===== config.mk =====
export PLATFORM = sky130hd
export DESIGN_NAME = serial_adder
export DESIGN_NICKNAME = d
export VERILOG_FILES = /design/src/rtl/serial_adder.sv
export SDC_FILE = /design/constraint.sdc
export NUM_CORES = 1
export LEC_CHECK = 0
export ABC_AREA = 1
export CAP_MARGIN = 30
export CORE_MARGIN = 2
export CORE_UTILIZATION = 47
export DETAILED_ROUTE_END_ITERATION = 7
export PLACE_DENSITY = 0.84
export RECOVER_POWER = 25
export SLEW_MARGIN = 5
export SYNTH_ARGS = -nofsm -noshare
export SYNTH_HDL_FRONTEND = slang
export SYNTH_SLANG_ARGS = --single-unit

===== constraint.sdc =====
create_clock -name clk -period 1.3 [get_ports clk]
set_input_delay 0.13 -clock clk [delete_from_list [all_inputs] [get_ports clk]]
set_output_delay 0.13 -clock clk [all_outputs]
set_load 0.01 [all_outputs]

===== src/rtl/serial_adder.sv =====
// Bit-serial adder: one full-adder slice processes an operand pair LSB first, WIDTH cycles per add.
// Optional subtract mode (sub port, a - b) is compiled in when SERIAL_ADDER_SUB_EN is defined.
module serial_adder #(
    parameter int WIDTH = 8
) (
    input  logic             clk,
    input  logic             reset,
    input  logic             start,
    input  logic [WIDTH-1:0] a,
    input  logic [WIDTH-1:0] b,
    input  logic             cin,
`ifdef SERIAL_ADDER_SUB_EN
    input  logic             sub,
`endif
    output logic             busy,
    output logic             done,
    output logic [WIDTH-1:0] s,
    output logic             cout,
    output logic             overflow
);

    localparam int CW = $clog2(WIDTH);

    typedef enum logic [1:0] {
        IDLE,
        RUN,
        DONE
    } state_t;

    state_t r_state;
    state_t w_next;

    logic [WIDTH-1:0] r_a;
    logic [WIDTH-1:0] r_b;
    logic [WIDTH-2:0] r_res;
    logic             r_carry;
    logic [CW-1:0]    r_cnt;
    logic [WIDTH-1:0] r_s;
    logic             r_cout;
    logic             r_ovf;

    logic             w_accept;
    logic             w_last;
    logic             w_sum_bit;
    logic             w_carry;
    logic [WIDTH-1:0] w_res_next;
    logic [WIDTH-1:0] w_b_load;
    logic             w_c_load;

    // A start request is only honoured outside RUN, so an operation in flight cannot be disturbed.
    assign w_accept   = (r_state != RUN) && start;
    assign w_last     = (r_state == RUN) && (r_cnt == CW'(WIDTH - 1));
    assign w_sum_bit  = r_a[0] ^ r_b[0] ^ r_carry;
    assign w_carry    = (r_a[0] & r_b[0]) | ((r_a[0] ^ r_b[0]) & r_carry);
    assign w_res_next = {w_sum_bit, r_res};

`ifdef SERIAL_ADDER_SUB_EN
    // a - b is computed as a + ~b + 1; cin is ignored when subtracting.
    assign w_b_load = sub ? ~b : b;
    assign w_c_load = sub ? 1'b1 : cin;
`else
    assign w_b_load = b;
    assign w_c_load = cin;
`endif

    // NOTE: sequential state uses non-blocking assignments so every flop samples pre-edge values.
    always_ff @(posedge clk or posedge reset) begin
        if (reset) begin
            r_state <= IDLE;
        end else begin
            r_state <= w_next;
        end
    end

    // NOTE: every output of this block gets a default first, so no path can infer a latch.
    always_comb begin
        w_next = r_state;
        busy   = 1'b0;
        done   = 1'b0;
        case (r_state)
            IDLE: begin
                if (start) begin
                    w_next = RUN;
                end
            end
            RUN: begin
                busy = 1'b1;
                if (w_last) begin
                    w_next = DONE;
                end
            end
            DONE: begin
                done   = 1'b1;
                w_next = start ? RUN : IDLE;
            end
            default: begin
                w_next = IDLE;
            end
        endcase
    end

    always_ff @(posedge clk or posedge reset) begin
        if (reset) begin
            r_a     <= '0;
            r_b     <= '0;
            r_res   <= '0;
            r_carry <= 1'b0;
            r_cnt   <= '0;
            r_s     <= '0;
            r_cout  <= 1'b0;
            r_ovf   <= 1'b0;
        end else if (w_accept) begin
            r_a     <= a;
            r_b     <= w_b_load;
            r_carry <= w_c_load;
            r_cnt   <= '0;
        end else if (r_state == RUN) begin
            r_a     <= r_a >> 1;
            r_b     <= r_b >> 1;
            r_res   <= w_res_next[WIDTH-1:1];
            r_carry <= w_carry;
            r_cnt   <= r_cnt + CW'(1);
            // On the MSB slice r_carry is the carry into bit WIDTH-1 and w_carry the carry out.
            if (w_last) begin
                r_s    <= w_res_next;
                r_cout <= w_carry;
                r_ovf  <= r_carry ^ w_carry;
            end
        end
    end

    assign s        = r_s;
    assign cout     = r_cout;
    assign overflow = r_ovf;

endmodule


==> metrics <==
Setup crit start kind=register; TritonCTS buffer count=5; Max VDD drop=0.939 mV; Max Cap Viol=0; detailed placer's ending HPWL=between 2 and 2.5 mm; Syn. warnings=0; leak pwr=1.16 nW; Area growth, synth to finish=25.5%; share of layout cells above drive strength 1=between 10% and 20%; Worst slew margin=37.9%; fin worst setup slack=0.0617 ns; vias in the first global route=around 1400; Critical Path Sink Type=output port; clock slew at reported path FFs=~0.070 ns; I/O Buffers=31; FMAX=just over 0.8 GHz; # setup viols final=0; Via Count=1439; Required @ worst endpoint=1.17 ns; Die Ht=65.9 um; clk buf depth=2; Iteration-0 DRC Markers=around 60; antenna-violating nets left=0; XOR/XNOR Fraction of Synth Area=0%; DP Worst Slack=-0.235 ns; WL final=3.45 mm; sequential share of the synthesized area=54.2%; mux contribution to synthesized area=0%; critical path class=register to output port; Hold Startpoint=b[7]; Layout Skew=0.00313 ns; Die ar.=~0.0043 sq mm; adder-cell share of the synthesized area=2.50%; average size of a mapped cell=9.28 sq um; initial antenna violation count=0; H-tree levels=2; # IOs=32; FF+latch count, synth=39; origin of the critical flop-to-flop path=r_a[0]; PwrDens=2050 mW/mm^2; Clock Sinks=39; root buf cell=clkbuf_8; DR pass1 iterations=4; routability cong.=0.722; Mapped Nets=217; # nets final=254; core area=0.00366 sq mm; max-slew violations=0; outcome=completed; critical-path maximum fanout=2; Mapped Cells=194; DR vias/cell=roughly 5; Fin Setup TNS=0 ns; initial core utilization=around half; total power=4.63 mW; Rows=22; pin count of the biggest net entering global routing=47; CP arrival=1.11 ns; DRC Markers=0; die width=65.9 um; synth unique cells=18; min-delay worst type=primary input to register; Routed WL per cell=12.3 um; Slew @ Worst Pin=between 0.9 and 1 ns; CP startpoint=r_state[1]; final cell count without fillers=280; largest family of logic cells by synthesized area=simple AND/OR/NAND/NOR gates; compound-cell area share of the yosys netlist=1.18%; first-pass GRT wire length=5.85 mm; simple-gate share of the synthesized area=33.8%; dpl cells=268; FF+latch area=976 sq um; min Tclk post-route=between 1 and 1.5 ns; clock latency on the worst-skew pair=0.29 ns; # diodes=0; Reg2Reg Setup Slack=0.07 ns; Syn Std Cell Area=0.00180 sq mm; global route overflow=0; multi-input logic area=707 sq um; Fin. Hold Viols=0; Final Cycle Share=95.3%; Total GRT Usage=between 10% and 20%; # fillers=320; CTS tree=yes; final hold slack=0.397 ns
## worst max-delay path, stage by stage, from the launching register on
cell	delay [ns]
dfrtp_1	0.42
nor2_4	0.13
dlygate4sd2_1	0.27
## kinds of logic after synthesis
| logic type | after synthesis |
|---|---|
| buf+inv | 20 |
| compound gates | 4 |
| fa+ha+maj | 3 |
| simple gates | 128 |
| flops | 39 |
## final cells by class
cell class,count,area share [%]
Clock buffer,7,3.38
Inverter,8,1.33
Tap cell,48,2.66
Timing Repair Buffer,41,17.9
Sequential cell,39,43.2
Multi-Input combinational cell,136,31.3
Clock inverter,1,0.221
## power by group
group	total, mW	internal [mW]	switching, mW	leakage [nW]
registers	2.00	1.70	0.297	0.500
logic	1.86	0.796	1.07	0.614
clock network	0.766	0.376	0.390	0.0422
## Yosys cell counts, drive strengths merged
master / n / share of area, %
buf: 12 / 6.7
dfrtp: 39 / 54
fa: 1 / 1.1
ha: 2 / 1.4
inv: 8 / 1.7
nand2: 73 / 15
nand3: 52 / 17
nor2: 3 / 1.0
o21ai: 3 / 0.83
o22ai: 1 / 0.35
## path summary, 6_finish.rpt
check / end / cells past startpoint
max reg2reg: overflow / 5
min reg2reg: s[3] / 2
min in group asynchronous: s[5] / 3
min: r_b[7] / 3
max: busy / 2
max in group asynchronous: r_b[2] / 3
## what timing repair did
item,CTS,global route
resized for setup,12,7
gates cloned,0,1
hold buffers,0,0
buffers inserted,1,2
endpoints found under the setup margin,20,14
pin swaps,0,1
## layout by cell type, fill, tap and decap left out, types with 2 or more instances in the layout
| cell type | netlist | layout |
|---|---|---|
| buf_4 | 3 | 7 |
| dlygate4sd2_1 | 0 | 8 |
| clkbuf_1 | 0 | 2 |
| nor2_4 | 1 | 2 |
| dlymetal6s2s_1 | 0 | 3 |
| dfrtp_1 | 39 | 39 |
| o21ai_1 | 2 | 2 |
| clkdlybuf4s50_1 | 0 | 19 |
| nand2_1 | 71 | 71 |
| inv_2 | 2 | 3 |
| ha_1 | 2 | 2 |
| buf_12 | 1 | 2 |
| clkbuf_8 | 0 | 5 |
| nand3_2 | 10 | 10 |
| nand3_1 | 42 | 42 |
| inv_1 | 6 | 5 |
## stage by stage
step | cell area [sq um] | utilization (%)
final | 2260 | 61.7
after global placement | 2140 | 58.5
after floorplan | 1800 | -
after CTS | 2230 | 60.9
after detailed placement | 2140 | 58.5
after global routing | 2260 | 61.7
## flip-flops by register name, indices dropped and copies added, names as in the netlist
register,cells
r_res,7
r_a,8
r_state,2
cout,1
overflow,1
r_b,8
r_carry,1
s,8
r_cnt,3
## layer usage
layer | vias to the layer above | share of wire (%) | global-route usage (%)
li1 | 706 | - | -
met1 | 681 | 44 | 20.6
met2 | 45 | 49 | 30.8
met3 | 7 | 4.8 | 4.43
met4 | 0 | 2.0 | 9.90
met5 | - | 0 | 0
No activity file was read; power rests on OpenSTA's default activity.
